$ cat config.mk
export PLATFORM = sky130hd
export DESIGN_NAME = bp_table_arbiter_flat
export DESIGN_NICKNAME = d
export VERILOG_FILES = /design/src/rtl/bp_table_arbiter_if.sv /design/src/rtl/bp_table_arbiter.sv /design/src/flat_wrapper.sv
export SDC_FILE = /design/constraint.sdc
export NUM_CORES = 1
export LEC_CHECK = 0
export CAP_MARGIN = 20
export CELL_PAD_IN_SITES_DETAIL_PLACEMENT = 1
export CELL_PAD_IN_SITES_GLOBAL_PLACEMENT = 1
export CORE_ASPECT_RATIO = 1.5
export CORE_MARGIN = 8
export CORE_UTILIZATION = 40
export DETAILED_ROUTE_END_ITERATION = 12
export DONT_BUFFER_PORTS = 1
export PLACE_DENSITY = 0.72
export SYNTH_ARGS = -nofsm -noshare
export SYNTH_HDL_FRONTEND = slang
export SYNTH_SLANG_ARGS = --single-unit
$ cat constraint.sdc
create_clock -name clk -period 2.8 [get_ports clk]
set_input_delay 0.84 -clock clk [delete_from_list [all_inputs] [get_ports clk]]
set_output_delay 0.84 -clock clk [all_outputs]
set_load 0.005 [all_outputs]
$ cat src/rtl/bp_table_arbiter_if.sv
// Request/response and table-port bundle for bp_table_arbiter.
// slave is the arbiter side; master is the fetch/resolution/table side.
interface bp_table_arbiter_if #(parameter int IDX_W = 7);
  logic             lkp_valid;
  logic [IDX_W-1:0] lkp_idx;
  logic             lkp_ready;
  logic             lkp_rsp_valid;
  logic [1:0]       lkp_rsp_ctr;
  logic             upd_valid;
  logic [IDX_W-1:0] upd_idx;
  logic             upd_taken;
  logic             upd_ready;
  logic             flush_req;
  logic             busy;
  logic             tbl_en;
  logic             tbl_we;
  logic [IDX_W-1:0] tbl_addr;
  logic [1:0]       tbl_wdata;
  logic [1:0]       tbl_rdata;
  logic [31:0]      upd_count;
  logic [31:0]      flip_count;

  modport slave (
    input  lkp_valid, lkp_idx, upd_valid, upd_idx, upd_taken, flush_req, tbl_rdata,
    output lkp_ready, lkp_rsp_valid, lkp_rsp_ctr, upd_ready, busy,
           tbl_en, tbl_we, tbl_addr, tbl_wdata, upd_count, flip_count
  );

  modport master (
    output lkp_valid, lkp_idx, upd_valid, upd_idx, upd_taken, flush_req, tbl_rdata,
    input  lkp_ready, lkp_rsp_valid, lkp_rsp_ctr, upd_ready, busy,
           tbl_en, tbl_we, tbl_addr, tbl_wdata, upd_count, flip_count
  );
endinterface

$ cat src/rtl/bp_table_arbiter.sv
// Shares one single-port 2-bit PHT between fetch lookups and queued saturating updates,
// and walks the table to INIT_CTR after reset/flush. Define BP_ARB_STATS_EN for update stats.
module bp_table_arbiter #(
  parameter int         IDX_W    = 7,
  parameter int         UQ_DEPTH = 4,
  parameter logic [1:0] INIT_CTR = 2'b01
) (
  input logic               clk,
  input logic               reset,
  bp_table_arbiter_if.slave bus
);
  localparam int PW = $clog2(UQ_DEPTH);
  localparam int CW = PW + 1;

  typedef enum logic [1:0] {S_INIT, S_IDLE, S_UPD_WR} state_t;

  state_t           state_q, state_d;
  logic [IDX_W-1:0] ptr_q, ptr_d;
  logic [IDX_W-1:0] uq_idx_q [UQ_DEPTH];
  logic [IDX_W-1:0] uq_idx_d [UQ_DEPTH];
  logic [UQ_DEPTH-1:0] uq_tkn_q, uq_tkn_d;
  logic [PW-1:0]    wr_q, wr_d, rd_q, rd_d;
  logic [CW-1:0]    cnt_q, cnt_d;
  logic             rsp_vld_q, rsp_vld_d;

  logic             full, empty, push, pop, clr, lkp_go;
  logic [IDX_W-1:0] head_idx;
  logic             head_tkn;
  logic [1:0]       new_ctr;

  always_comb begin
    full     = (cnt_q == CW'(UQ_DEPTH));
    empty    = (cnt_q == '0);
    head_idx = uq_idx_q[rd_q];
    head_tkn = uq_tkn_q[rd_q];
    if (head_tkn) new_ctr = (bus.tbl_rdata == 2'b11) ? 2'b11 : bus.tbl_rdata + 2'b01;
    else          new_ctr = (bus.tbl_rdata == 2'b00) ? 2'b00 : bus.tbl_rdata - 2'b01;
  end

  always_comb begin
    state_d       = state_q;
    ptr_d         = ptr_q;
    pop           = 1'b0;
    clr           = 1'b0;
    lkp_go        = 1'b0;
    bus.tbl_en    = 1'b0;
    bus.tbl_we    = 1'b0;
    bus.tbl_addr  = '0;
    bus.tbl_wdata = 2'b00;
    bus.lkp_ready = 1'b0;
    bus.upd_ready = 1'b0;
    if (!reset) begin
      case (state_q)
        S_INIT: begin
          bus.tbl_en    = 1'b1;
          bus.tbl_we    = 1'b1;
          bus.tbl_addr  = ptr_q;
          bus.tbl_wdata = INIT_CTR;
          ptr_d         = ptr_q + 1'b1;  // wraps to 0, ready for the next walk
          if (ptr_q == '1) state_d = S_IDLE;
        end
        S_IDLE: begin
          bus.lkp_ready = !full;
          bus.upd_ready = !full;
          // A full queue hands the port to updates so it always drains.
          if (bus.lkp_valid && !full) begin
            lkp_go       = 1'b1;
            bus.tbl_en   = 1'b1;
            bus.tbl_addr = bus.lkp_idx;
          end else if (!empty && !bus.flush_req) begin
            bus.tbl_en   = 1'b1;
            bus.tbl_addr = head_idx;
            state_d      = S_UPD_WR;
          end
          if (bus.flush_req) begin
            clr     = 1'b1;
            state_d = S_INIT;
          end
        end
        S_UPD_WR: begin
          bus.upd_ready = !full;
          bus.tbl_en    = 1'b1;
          bus.tbl_we    = 1'b1;
          bus.tbl_addr  = head_idx;
          bus.tbl_wdata = new_ctr;
          pop           = 1'b1;
          clr           = bus.flush_req;
          state_d       = bus.flush_req ? S_INIT : S_IDLE;
        end
        default: state_d = S_INIT;
      endcase
    end
  end

  assign push = bus.upd_valid & bus.upd_ready;

  always_comb begin
    uq_idx_d = uq_idx_q;
    uq_tkn_d = uq_tkn_q;
    wr_d     = wr_q;
    rd_d     = rd_q;
    cnt_d    = cnt_q + CW'(push) - CW'(pop);
    if (push) begin
      uq_idx_d[wr_q] = bus.upd_idx;
      uq_tkn_d[wr_q] = bus.upd_taken;
      wr_d           = wr_q + 1'b1;
    end
    if (pop) rd_d = rd_q + 1'b1;
    if (clr) begin
      wr_d  = '0;
      rd_d  = '0;
      cnt_d = '0;
    end
  end

  assign rsp_vld_d = lkp_go;

  always_ff @(posedge clk) begin
    if (reset) begin
      state_q   <= S_INIT;
      ptr_q     <= '0;
      wr_q      <= '0;
      rd_q      <= '0;
      cnt_q     <= '0;
      rsp_vld_q <= 1'b0;
    end else begin
      state_q   <= state_d;
      ptr_q     <= ptr_d;
      wr_q      <= wr_d;
      rd_q      <= rd_d;
      cnt_q     <= cnt_d;
      rsp_vld_q <= rsp_vld_d;
    end
  end

  always_ff @(posedge clk) begin
    uq_idx_q <= uq_idx_d;
    uq_tkn_q <= uq_tkn_d;
  end

  assign bus.lkp_rsp_valid = rsp_vld_q;
  assign bus.lkp_rsp_ctr   = rsp_vld_q ? bus.tbl_rdata : 2'b00;
  assign bus.busy          = reset | (state_q == S_INIT);

`ifdef BP_ARB_STATS_EN
  logic [31:0] upd_count_q, upd_count_d, flip_count_q, flip_count_d;

  always_comb begin
    upd_count_d  = upd_count_q;
    flip_count_d = flip_count_q;
    if (pop) begin
      upd_count_d = upd_count_q + 32'd1;
      if (bus.tbl_rdata[1] != new_ctr[1]) flip_count_d = flip_count_q + 32'd1;
    end
  end

  always_ff @(posedge clk) begin
    if (reset) begin
      upd_count_q  <= '0;
      flip_count_q <= '0;
    end else begin
      upd_count_q  <= upd_count_d;
      flip_count_q <= flip_count_d;
    end
  end

  assign bus.upd_count  = upd_count_q;
  assign bus.flip_count = flip_count_q;
`else
  assign bus.upd_count  = 32'd0;
  assign bus.flip_count = 32'd0;
`endif
endmodule

$ cat src/flat_wrapper.sv
// flat-port wrapper written by rule: the top's interface ports become plain ports
module bp_table_arbiter_flat 
#(
  parameter int         IDX_W    = 7,
  parameter int         UQ_DEPTH = 4,
  parameter logic [1:0] INIT_CTR = 2'b01
)
  (clk, reset, bus_lkp_valid, bus_lkp_idx, bus_upd_valid, bus_upd_idx, bus_upd_taken, bus_flush_req, bus_tbl_rdata, bus_lkp_ready, bus_lkp_rsp_valid, bus_lkp_rsp_ctr, bus_upd_ready, bus_busy, bus_tbl_en, bus_tbl_we, bus_tbl_addr, bus_tbl_wdata, bus_upd_count, bus_flip_count);
  bp_table_arbiter_if #(.IDX_W(IDX_W)) bus_i ();
  input logic clk;
  input logic reset;
  input wire logic [$bits(bus_i.lkp_valid)-1:0] bus_lkp_valid;
  input wire logic [$bits(bus_i.lkp_idx)-1:0] bus_lkp_idx;
  input wire logic [$bits(bus_i.upd_valid)-1:0] bus_upd_valid;
  input wire logic [$bits(bus_i.upd_idx)-1:0] bus_upd_idx;
  input wire logic [$bits(bus_i.upd_taken)-1:0] bus_upd_taken;
  input wire logic [$bits(bus_i.flush_req)-1:0] bus_flush_req;
  input wire logic [$bits(bus_i.tbl_rdata)-1:0] bus_tbl_rdata;
  output wire logic [$bits(bus_i.lkp_ready)-1:0] bus_lkp_ready;
  output wire logic [$bits(bus_i.lkp_rsp_valid)-1:0] bus_lkp_rsp_valid;
  output wire logic [$bits(bus_i.lkp_rsp_ctr)-1:0] bus_lkp_rsp_ctr;
  output wire logic [$bits(bus_i.upd_ready)-1:0] bus_upd_ready;
  output wire logic [$bits(bus_i.busy)-1:0] bus_busy;
  output wire logic [$bits(bus_i.tbl_en)-1:0] bus_tbl_en;
  output wire logic [$bits(bus_i.tbl_we)-1:0] bus_tbl_we;
  output wire logic [$bits(bus_i.tbl_addr)-1:0] bus_tbl_addr;
  output wire logic [$bits(bus_i.tbl_wdata)-1:0] bus_tbl_wdata;
  output wire logic [$bits(bus_i.upd_count)-1:0] bus_upd_count;
  output wire logic [$bits(bus_i.flip_count)-1:0] bus_flip_count;
  assign bus_i.lkp_valid = bus_lkp_valid;
  assign bus_i.lkp_idx = bus_lkp_idx;
  assign bus_i.upd_valid = bus_upd_valid;
  assign bus_i.upd_idx = bus_upd_idx;
  assign bus_i.upd_taken = bus_upd_taken;
  assign bus_i.flush_req = bus_flush_req;
  assign bus_i.tbl_rdata = bus_tbl_rdata;
  assign bus_lkp_ready = bus_i.lkp_ready;
  assign bus_lkp_rsp_valid = bus_i.lkp_rsp_valid;
  assign bus_lkp_rsp_ctr = bus_i.lkp_rsp_ctr;
  assign bus_upd_ready = bus_i.upd_ready;
  assign bus_busy = bus_i.busy;
  assign bus_tbl_en = bus_i.tbl_en;
  assign bus_tbl_we = bus_i.tbl_we;
  assign bus_tbl_addr = bus_i.tbl_addr;
  assign bus_tbl_wdata = bus_i.tbl_wdata;
  assign bus_upd_count = bus_i.upd_count;
  assign bus_flip_count = bus_i.flip_count;
  bp_table_arbiter #(.IDX_W(IDX_W), .UQ_DEPTH(UQ_DEPTH), .INIT_CTR(INIT_CTR)) u_core (.clk(clk), .reset(reset), .bus(bus_i));
endmodule
==> results of run 1 <==
metal layers:
layer	vias up	wire length, um
met3	11	370
met5	-	0
met1	807	2120
li1	776	-
met4	0	123
met2	63	3240
state kept, by name, indices dropped and copies added, names as in the netlist:
name / flops
u_core.uq_tkn_q: 4
u_core.ptr_q: 7
u_core.bus.lkp_rsp_valid: 1
u_core.state_q: 2
u_core.uq_idx_q: 28
u_core.rd_q: 2
u_core.cnt_q: 3
u_core.wr_q: 2
placed cells by master, fill, tap and decap left out, drive strengths merged, types with 2 or more instances in the layout:
cell type and count:
o21ai 5, o211a 2, o21a 2, or3 2
a22oi 7, o31ai 3, nand2 7, inv 18
clkbuf 5, xor2 4, buf 4, conb 64
edfxtp 32, nor2 15, and3 4, ha 11
a21o 2, or4 2, nand4 3, and2 10
or2 2, mux4 8, a21oi 8, xnor2 5
o22ai 5, dfxtp 17
where the power goes:
part           internal, W  switching (W)   total, W
logic            0.0000175      0.0000464  0.0000639
registers         0.000773     0.00000584   0.000779
clock network     0.000187       0.000260   0.000447
total             0.000977       0.000312    0.00129
per-stage QoR:
stage               cells  worst slack, ns
finish                340            0.129
global route          340           0.0604
CTS                   340         0.000492
detailed placement    332            0.261
global placement      332            0.288
floorplan             321            0.222
cell type report:
| type | count | share of cell area |
|---|---|---|
| clock buffers | 5 | 0.0244 |
| repair buffers | 4 | 0.0106 |
| well taps | 80 | 0.0354 |
| inverters | 16 | 0.0213 |
| clock inverters | 3 | 0.0102 |
| multi-input cells | 183 | 0.437 |
| flip-flops and latches | 49 | 0.461 |
critical path, cell delays in order, from the launching register on:
cell,delay (ns)
dfxtp_2,0.44
mux4_2,0.58
maj3_2,0.32
o21a_1,0.19
cell families (layout without fill, tap and decap cells):
logic type / Yosys count / count (layout) / synth area share
DFF: 49 / 49 / 0.451
other: 1 / 64 / 0.00130
adders and majority gates: 13 / 13 / 0.0586
and+or+nand+nor: 50 / 50 / 0.0950
AOI/OAI and AO/OA: 38 / 38 / 0.0885
buffers and inverters: 89 / 28 / 0.203
muxes: 9 / 9 / 0.0751
xor gates and xnor gates: 9 / 9 / 0.0273
worst max path at each step:
stage / from / to / slack, ns / depth (start not counted)
2_1_floorplan: reset / bus_tbl_addr[0] / 0.22 / 5
3_3_place_gp: bus_lkp_valid / bus_tbl_addr[0] / 0.29 / 4
3_5_place_dp: bus_lkp_valid / bus_tbl_addr[5] / 0.26 / 4
4_1_cts: u_core.rd_q[0] / bus_tbl_wdata[0] / 0.0005 / 3
5_1_grt: u_core.state_q[1] / bus_tbl_addr[1] / 0.06 / 5
6_report: u_core.rd_q[0] / bus_tbl_wdata[0] / 0.13 / 3
repair_timing:
| item | in CTS | in global routing |
|---|---|---|
| setup buffers | 0 | 0 |
| setup endpoints to repair | 0 | 3 |
| gates resized for setup | 0 | 1 |
==> results_dict.tcl, run 1 <==
set metrics [dict create \
    min_from "u_core.ptr_q[5]" \
    synth_top_flop_cell "edfxtp_1" \
    grt_pass1_wl_um 9030 \
    p_per_area_nw_per_um2 457 \
    drc 0 \
    cts_hold_buf 0 \
    clkSlewWorstSetupHoldPaths_ns 0.10 \
    die_h_um 120 \
    hold_path_depth 2 \
    netlist.area_leader.share 0.333 \
    timing.rr.start "u_core.state_q[0]" \
    ff2ff_setup_slack_ns 0.51 \
    grt_pass1_vias 1673 \
    core_um2 7130 \
    finClkSkew_ns 0.00813 \
    final.min_clock_period_ns 2.67 \
    drt-total-wl_um 5850 \
    arrival_ns 1.83 \
    cts_tree "yes" \
    outcome "complete, no violations" \
    wl_per_cell_um 17.2 \
    die_x_um 85.3 \
    ys_types 42 \
    synth_area_um2 2880 \
    grt_use_total 0.112 \
    critPathKind "flip-flop to primary output" \
    grt_busiest_layer "met2" \
    design_area_um2 2820 \
    antenna_left 0 \
    async_flop_share 0 \
    nets 293 \
    rows 38 \
    numCtsBuffers 5 \
    vias 1657 \
    synthCells 258 \
    yosys.area.top_type "edfxtp_1" \
    start_util 0.404 \
    required_ns 1.96 \
    synthTopCellsByCount "buf_4, edfxtp_1, dfxtp_1" \
    antenna_found_initial 0 \
    crit_fanout 7 \
    synth_most_common_cell "buf_4" \
    port_buffers 0 \
    p_leak_nw 1.15 \
    hold_end "u_core.ptr_q[5]" \
    total_power_w 0.00129 \
    root_buffer "clkbuf_8" \
    syn2layout_area_growth_pct -2.08 \
    cts_htree_levels 2 \
    worstRegToRegCells 10 \
    grt_use_met3 0.0322 \
    report.final.slew_viol_count 0 \
    synth.area.top_cells "edfxtp_1, buf_4, dfxtp_1, mux4_1, ha_1" \
    place_congestion 0.812 \
    fin_util 0.396 \
    yosysSeqAreaShare 0.451 \
    start_kind "flip-flop" \
    postSynthAreaPerCell_um2 11.2 \
    place_area_um2 2730 \
    overflow 0 \
    dr.pass1.iters 4 \
    tns_ns 0 \
    die_area_um2 10200 \
    synth-seq-cells 49 \
    setup_viol 0 \
    detail_route.iter0.violations 102 \
    clock_latency_ns 0.31 \
    ys_warn_count 0 \
    rsz0062_at_grt "no" \
    grtUsageMet2 0.213 \
    nFillCells 810 \
    drive_above_1_share 0.0692 \
    cts_num_sinks 49 \
    dp.final_hpwl_um 4820 \
    finalCritPeriodShare 0.954 \
    met1_usage 0.109 \
    rr_endpoint "u_core.cnt_q[2]" \
    vias_per_cell 4.87 \
    clock_path_buffers 2 \
    endpoint_kind "primary output" \
    regArea_um2 1300 \
    multi_input_area_um2 1230 \
    hold_viol_final 0 \
    ios 103 \
    drv_cap 0 \
    insertedDiodeCount 0 \
    worstHoldPathType "flip-flop to flip-flop" \
    whs_ns 0.520 \
    synth_edf_count 32 \
    grt_max_degree 19 \
    peakVddDrop_v 0.000308 \
    fmax_mhz 374 \
]
Power figures use the tool's default switching activity.
==> run 2, diff against run 1 <==
--- a/config.mk
+++ b/config.mk
@@ -5,6 +5,7 @@
 export SDC_FILE = /design/constraint.sdc
 export NUM_CORES = 1
 export LEC_CHECK = 0
+export ABC_AREA = 1
 export CAP_MARGIN = 20
 export CELL_PAD_IN_SITES_DETAIL_PLACEMENT = 1
 export CELL_PAD_IN_SITES_GLOBAL_PLACEMENT = 1
@@ -13,7 +14,8 @@
 export CORE_UTILIZATION = 40
 export DETAILED_ROUTE_END_ITERATION = 12
 export DONT_BUFFER_PORTS = 1
-export PLACE_DENSITY = 0.72
+export PLACE_DENSITY = 0.75
 export SYNTH_ARGS = -nofsm -noshare
 export SYNTH_HDL_FRONTEND = slang
 export SYNTH_SLANG_ARGS = --single-unit
+export TNS_END_PERCENT = 50
==> run 2 against run 1 <==
Compared with the run above:
- cell area up 11%
- count of clock-buffer cells in the layout unchanged
- register-to-register slack hardly changed
- setup slack improved by 0.077 ns
- core utilization is 1.7 points higher
- area after synthesis grew 7.1%
- clock power rose by 38%
- global-route usage rose by 2.2 points
- critical path type unchanged
- largest power group unchanged
==> results_dict.tcl, run 2 <==
set metrics [dict create \
    outcome "complete, no violations" \
    rsz0062_at_grt "no" \
    root_buffer "clkbuf_16" \
    clock_latency_ns 0.29 \
    grt_max_degree 19 \
    synth_area_um2 3090 \
    die_x_um 87.7 \
    die_area_um2 10800 \
    postSynthAreaPerCell_um2 8.30 \
    finClkSkew_ns 0.00531 \
    maxSlewHeadroom 0.587 \
    vias_per_cell 4.58 \
    rows 39 \
    cp_num_buf_inv 2 \
    cts_hold_buf 0 \
    cts_num_sinks 49 \
    antenna_found_initial 0 \
    netlist.area_leader.share 0.311 \
    endpoint_kind "primary output" \
    ff2ff_setup_slack_ns 0.51 \
    insertedDiodeCount 0 \
    setup_viol 0 \
    path_common_cell "inv_1" \
    drt-total-wl_um 7210 \
    post_cts_resized 0 \
    tns_ns 0 \
    overflow 0 \
    vias 2197 \
    hold_viol_final 0 \
    detail_route.iter0.violations 102 \
    top_regs "u_core.uq_idx_q: 28 flops, u_core.ptr_q: 7 flops, u_core.uq_tkn_q: 4 flops" \
    ys_types 33 \
    core_um2 7560 \
    final_common_cell "nand2_1" \
    grt_pass1_wl_um 10900 \
    start_util 0.408 \
    worstHoldPathType "flip-flop to flip-flop" \
    synth.area.top_cells "edfxtp_1, buf_4, dfxtp_1, nand2_1, nor2_1" \
    yosys.area.top_type "edfxtp_1" \
    dr.pass1.iters 4 \
    antenna_left 0 \
    required_ns 1.96 \
    cts_tree "yes" \
    arrival_ns 1.75 \
    synth-seq-cells 49 \
    synthCells 372 \
    nets 411 \
    critPathKind "flip-flop to primary output" \
    drc 0 \
    crit_fanout 10 \
    ios 103 \
    async_flop_share 0 \
    place_area_um2 2970 \
    design_area_um2 3120 \
    grt_pass1_vias 2264 \
    slowest_stage "ha_1" \
    wl_per_cell_um 15.0 \
    synth_edf_count 32 \
    fmax_mhz 385 \
    p_leak_nw 1.36 \
    critPathTopFamily "adder cells" \
    largest-register "u_core.uq_idx_q" \
    crit_chain "inv_1 -> ha_1 -> nand2_1 -> o21ai_0 -> inv_1 -> a21oi_2" \
    p_per_area_nw_per_um2 466 \
    report.final.slew_viol_count 0 \
    final_cell_mix "nand2_1, conb_1, nor2_1, inv_1, edfxtp_1" \
    clock_path_buffers 2 \
    synth_top_flop_cell "edfxtp_1" \
    grt_use_total 0.134 \
    cts_htree_levels 2 \
    port_buffers 0 \
    largest_register_ffs 28 \
    peakVddDrop_v 0.000438 \
    start_kind "flip-flop" \
    die_h_um 124 \
    place_congestion 0.798 \
    ys_warn_count 0 \
    clkSlewWorstSetupHoldPaths_ns 0.07 \
    tightest_slew_ns 0.615 \
    synthTopCellsByCount "buf_4, nand2_1, nor2_1" \
    dp.final_hpwl_um 5760 \
    drive_above_1_share 0.0979 \
    syn2layout_area_growth_pct 1.05 \
    cpPeakStageDelay_ns 0.45 \
    yosysSeqAreaShare 0.421 \
    finalCritPeriodShare 0.927 \
    drv_cap 0 \
    numCtsBuffers 5 \
    post_cts_buffers 0 \
    final.min_clock_period_ns 2.59 \
    whs_ns 0.480 \
]
[run 2: metrics by stage]
stage	utilization	power (W)	cells	setup WS (ns)
5_1_grt	0.413	0.00150	480	0.0141
3_5_place_dp	0.392	0.000847	472	0.366
3_3_place_gp	0.392	0.000846	472	0.367
4_1_cts	0.413	0.00146	480	0.151
2_1_floorplan	-	0.000904	435	0.374
6_report	0.413	0.00145	480	0.206
[run 2: worst min-delay path, stage by stage (launching register included)]
cell and delay, ns:
dfxtp_1 0.33, inv_1 0.06, a21oi_1 0.05
[run 2: area by class of cell]
type | count | area (um2)
timing repair buffer | 9 | 67.6
inverter | 43 | 161
multi-input combinational | 269 | 1310
tap | 102 | 128
sequential | 49 | 1300
clock inverter | 3 | 28.8
fill | 952 | 4440
clock buffer | 5 | 125
[run 2: cells by family after synthesis]
| family | Yosys count | share of synthesized area |
|---|---|---|
| AOI/OAI and AO/OA | 33 | 0.0620 |
| DFF | 49 | 0.421 |
| and+or+nand+nor | 159 | 0.230 |
| other | 1 | 0.00121 |
| xor gates and xnor gates | 1 | 0.00284 |
| buffers and inverters | 117 | 0.231 |
| adders and majority gates | 12 | 0.0511 |
[run 2: path summary, 6_finish.rpt]
path	start	end	cells past startpoint
setup / recovery	u_core.state_q[1]	bus_tbl_addr[0]	6
hold / removal	u_core.ptr_q[6]	u_core.ptr_q[6]	2
setup reg to reg	u_core.state_q[0]	u_core.cnt_q[2]	10
hold reg to reg	u_core.ptr_q[6]	u_core.ptr_q[6]	2
[run 2: metal layers]
layer,track usage,part of all wire,up-vias
met5,0,0,-
met4,0.0670,0.022,0
met3,0.0443,0.095,9
met2,0.259,0.55,71
met1,0.117,0.33,1050
li1,-,-,1067
[run 2: report_power, final]
part / switching [W] / internal (W) / leakage (nW) / total [W]
combinational: 0.0000474 / 0.0000120 / 0.856 / 0.0000594
clock: 0.000275 / 0.000342 / 0.0763 / 0.000617
sequential: 0.00000409 / 0.000772 / 0.425 / 0.000776
total: 0.000327 / 0.00113 / 1.36 / 0.00145
==> patch 1 (flow settings as in run 1) <==
The option `BP_ARB_STATS_EN` is turned on by a define.
--- a/src/rtl/bp_table_arbiter.sv
+++ b/src/rtl/bp_table_arbiter.sv
@@ -1,5 +1,7 @@
 // Shares one single-port 2-bit PHT between fetch lookups and queued saturating updates,
 // and walks the table to INIT_CTR after reset/flush. Define BP_ARB_STATS_EN for update stats.
+`define BP_ARB_STATS_EN
+
 module bp_table_arbiter #(
   parameter int         IDX_W    = 7,
   parameter int         UQ_DEPTH = 4,
Check against the original RTL: same outputs for any inputs over 10 cycles, from zero or initial values and one cycle with reset high; that may be too few to reach the edited logic, so the function may still have changed.
==> patch 1 against run 1 <==
- first-iteration DRC count is 50% higher
- sequential cell count is 64 higher
- synthesized cell count is 100% higher
- largest cell class unchanged
- largest power group is now the clock network
- critical path depth is 2 higher
- count of clock-buffer cells in the layout is 17 higher
- critical endpoint is now bus_tbl_addr[2]
- power grew to 3.0 times the old value
- cell area is 110% higher
- die area is 67% higher
- area after synthesis is 82% higher
- global-route usage is 5.6 points higher
- wire length is 140% higher
- worst setup slack worse by 88 ps
==> patch 1: results (changes against run 1) <==
| Metric | Value |
|---|---|
| Met1 Usage GRT | `15.5% (+4.7 points)` |
| CP max stage delay | `490 ps (-90 ps)` |
| Critical path startpoint | `u_core.rd_q[0]` |
| Routed vias/inst | `5.63 (+16%)` |
| Largest net degree at the start of global routing | `85 (+66)` |
| Sequential share of the synthesized area | `49.2% (+4.1 points)` |
| First-pass iteration count of the detailed router | `4 (unchanged)` |
| Crit path DAT | `1920 ps (+90 ps)` |
| WL met3 | `1010 µm (+170%)` |
| Maximum vdd drop | `0.379 mV (+23%)` |
| Dpl cells | `673 (+100%)` |
| Clock slew at reported path FFs | `60 ps (-40 ps)` |
| Yosys top cell area share | `30.9% (-2.4 points)` |
| Layout cell share with drive strength beyond 1 | `12.0% (+5.1 points)` |
| Hold EP | `u_core.bus.flip_count[29]` |
| Slew HR | `65.4%` |
| Routed Wire Length | `13,900 µm (+140%)` |
| P_comb | `0.0503 mW (-21%)` |
| WHS Path Cells | `1 (-1)` |
| M2 GR Usage | `31.6% (+10 points)` |
| Gpl congestion | `0.729 (-10%)` |
| Ranking of synthesized cells by area | `dfxtp_1 31%, edfxtp_1 18%, xnor2_1 7.7%` |
| Total Routing Usage GR | `16.7% (+5.6 points)` |
| First-pass GRT wire length | `22,400 µm (+150%)` |
| Top cells by count, synth | `88 x nor2_1, 81 x dfxtp_1, 46 x xnor2_1` |
| Worst-case clock buffer depth | `2 (unchanged)` |
| R2r endpoint | `u_core.cnt_q[2]` |
| H-tree levels | `4 (+2)` |
| Clock Skew | `10.7 ps (+2.54 ps)` |
| Multiplexer area fraction after synthesis | `5.13% (-2.4 points)` |
| XOR/XNOR Fraction of Synth Area | `10.7% (+8.0 points)` |
| Synth Area in Compound Gates | `4.41% (-4.4 points)` |
| Vias in the first global route | `4,377 (+160%)` |
| Worst min path class | `input port to flip-flop` |
| Status | `finished, final reports clean` |
| Number of DRC markers in iteration 0 | `153 (+50%)` |
| Via count | `3,999 (+140%)` |
| Met2 routed WL | `7820 µm (+140%)` |
| Psw | `0.795 mW (+150%)` |
| Hold_sp | `reset` |
| Hold WS | `504 ps (-16.6 ps)` |
| Clock latency on the worst-skew pair | `410 ps (+100 ps)` |
| Met1 WL | `4890 µm (+130%)` |
| Met3 usage | `6.09% (+2.9 points)` |
| Nets | `574 (+96%)` |
| Postcts setup bufs | `4 (+4)` |
| # resized after CTS | `6 (+6)` |
| Count of cell types in the netlist | `40 (-4.8%)` |
| Post-synthesis cell count | `528 (+100%)` |
| CTS buffer count | `17 (+12)` |
| Adder-Cell Fraction of Synth Area | `3.48% (-2.4 points)` |
| Seq pwr share | `43.7% (-17 points)` |
| Pleak | `2.01 nW (+74%)` |
| Clk root buf | `clkbuf_16` |
| HPWL after DPL | `10,100 µm (+110%)` |
| Critical Path Sink | `bus_tbl_addr[2]` |
| Filler instances | `1,427 (+76%)` |
| Placement Cell Area | `0.00541 mm² (+99%)` |
-- patch 1: cell count changes in the layout (fill, tap and decap cells not counted), sizes merged, moves of 10 or more --
cell	change
nand2	+22
clkbuf	+17
and4	+10
conb	-64
dfxtp	+64
xnor2	+41
nor3	+18
buf	+10
nand4	+18
nor4	+18
xor2	+14
nor2	+73
nand3	+18
-- patch 1: per-stage QoR --
stage / TNS (ps) / worst slack (ps) / power [mW]
after floorplan: 0 / 248 / 1.78
after global placement: 0 / 273 / 1.77
after detailed placement: 0 / 156 / 1.78
after CTS: -0.820 / -0.820 / 3.91
after global routing: -88.0 / -47.1 / 3.98
final: 0 / 40.9 / 3.87
-- patch 1: area by class of cell --
class	instances	area (µm²)	share of cell area, %
Inverter	13	48.8	0.805
Tap cell	159	199	3.28
Clock inverter	10	109	1.80
Sequential cell	113	2590	42.7
Timing Repair Buffer	14	116	1.92
Multi-Input combinational cell	379	2520	41.6
Clock buffer	22	474	7.83
==> patch 2 (flow settings as in run 1) <==
Without the edit above. The 3 states of `state_t` get a one-hot encoding in 3 bits.
--- a/src/rtl/bp_table_arbiter.sv
+++ b/src/rtl/bp_table_arbiter.sv
@@ -12,7 +12,7 @@
   localparam int PW = $clog2(UQ_DEPTH);
   localparam int CW = PW + 1;
 
-  typedef enum logic [1:0] {S_INIT, S_IDLE, S_UPD_WR} state_t;
+  typedef enum logic [2:0] {S_INIT = 3'b001, S_IDLE = 3'b010, S_UPD_WR = 3'b100} state_t;
 
   state_t           state_q, state_d;
   logic [IDX_W-1:0] ptr_q, ptr_d;
Check against the original RTL: no difference found for any inputs over 10 cycles, from zero or initial values and one cycle with reset high; not proved beyond that.
==> patch 2 against run 1 <==
- synthesized cell count decreased by 1.6%
- area after synthesis decreased by 1.2%
- sequential cell count increased by 1
- wire length increased by 5.7%
- power increased by 13%
- cell area increased by 0.89%
- die area decreased by 1.0%
- worst setup slack got worse by 120 ps
- critical path type is now input port to output pin
- largest power group unchanged
- highest routed layer unchanged
==> patch 2: results (changes against run 1) <==
| Metric | Value |
|---|---|
| CP max-delay cell | `or4b_4` |
| Wire per inst | `18.4 µm (+6.9%)` |
| First-pass GRT wire length | `9870 µm (+9.4%)` |
| Vias in the first global route | `1,875 (+12%)` |
| Adder-Cell Fraction of Synth Area | `3.78% (-2.1 points)` |
| Placement Cell Area | `0.00272 mm² (-0.23%)` |
| Gpl congestion | `0.783 (-3.6%)` |
| CP max stage delay | `490 ps (-90 ps)` |
| XOR/XNOR Fraction of Synth Area | `4.30% (+1.6 points)` |
| Total Routing Usage GR | `12.4% (+1.2 points)` |
| Multiplexer area fraction after synthesis | `7.03% (-0.48 points)` |
| HPWL after DPL | `4840 µm (+0.49%)` |
| Hold_sp | `u_core.ptr_q[5]` |
| Clock Skew | `13.2 ps (+5.03 ps)` |
| Number of DRC markers in iteration 0 | `63 (-38%)` |
| Rows | `37 (-2.6%)` |
| Status | `finished, final reports clean` |
| Synth Area in Compound Gates | `7.11% (-1.7 points)` |
| Pleak | `1.08 nW (-6.5%)` |
| Nets | `287 (-2.0%)` |
| Critical path startpoint | `reset` |
| Ranking of synthesized cells by area | `edfxtp_1 34%, buf_4 17%, dfxtp_1 13%` |
| Max Freq | `359 MHz (-4.1%)` |
| Critical path's top delay family | `simple AND/OR/NAND/NOR gates` |
| Count of cell types in the netlist | `41 (-2.4%)` |
==> patch 2: changes by cell type after synthesis, moves of 4 or more <==
cell            run 1  this run
o22ai_1             5         0
mux4_2              1         8
inv_1              16         7
o21ai_0             5        19
xor2_1              4         8
buf_2               3         8
and3_1              4         0
mux4_1              7         0
ha_1               11         7
a21oi_1             8         3
==> patch 2: power breakdown <==
part	internal [mW]	total, mW	leakage, nW	switching (mW)
registers	0.794	0.812	0.434	0.0176
clock network	0.271	0.532	0.0587	0.261
logic	0.0368	0.110	0.584	0.0732
total	1.10	1.45	1.08	0.352
==> patch 2: worst paths after layout <==
path                      to  cells past startpoint
min reg2reg  u_core.ptr_q[5]                      2
max          bus_tbl_addr[3]                      5
max reg2reg  u_core.cnt_q[2]                     10
min          u_core.ptr_q[5]                      2
==> patch 2: layout make-up <==
cell class / count / area (µm²) / share of cell area, %
clock inverter: 3 / 47.5 / 1.67
inverter: 7 / 26.3 / 0.922
multi-input combinational: 184 / 1210 / 42.6
tap: 78 / 97.6 / 3.43
timing repair buffer: 9 / 71.3 / 2.50
sequential: 50 / 1320 / 46.4
clock buffer: 5 / 68.8 / 2.42
==> patch 2: worst register-to-register path: stages, from the launching register on <==
cell     delay, ps
dfxtp_1        370
buf_4          180
nor4b_2        350
ha_1           280
inv_1           50
ha_1           130
inv_1           50
fa_1           390
xor2_1         180
xnor2_1        140
nor2_1          50
==> patch 2: stage by stage <==
stage,utilization [%],hold WS (ps),cells
final,41.3,568,336
after global routing,41.3,566,336
after CTS,41.2,573,336
after detailed placement,39.4,545,328
after global placement,39.4,530,328
after floorplan,-,493,317
==> patch 2: per-layer routing <==
metal	global-route usage [%]	part of all wire [%]	up-vias
met4	6.83	2.8	0
met1	11.8	37	811
met3	4.34	8.2	11
met2	22.6	52	83
li1	-	-	763
met5	0	0	-
==> patch 2: cell families (layout without fill, tap and decap cells) <==
family,after synthesis,after routing
AND/OR/NAND/NOR,54,54
other,1,64
AO/OA/AOI/OAI,34,34
multiplexers,10,10
flip-flops,50,50
buffers and inverters,83,24
adder cells (fa/ha/maj),8,8
XOR/XNOR,14,14
==> patch 2: what timing repair did <==
action | CTS | global route
setup buffers | 0 | 0
endpoints found under the setup margin | 7 | 7
hold endpoints to repair | 0 | 0
gates resized for setup | 6 | 4
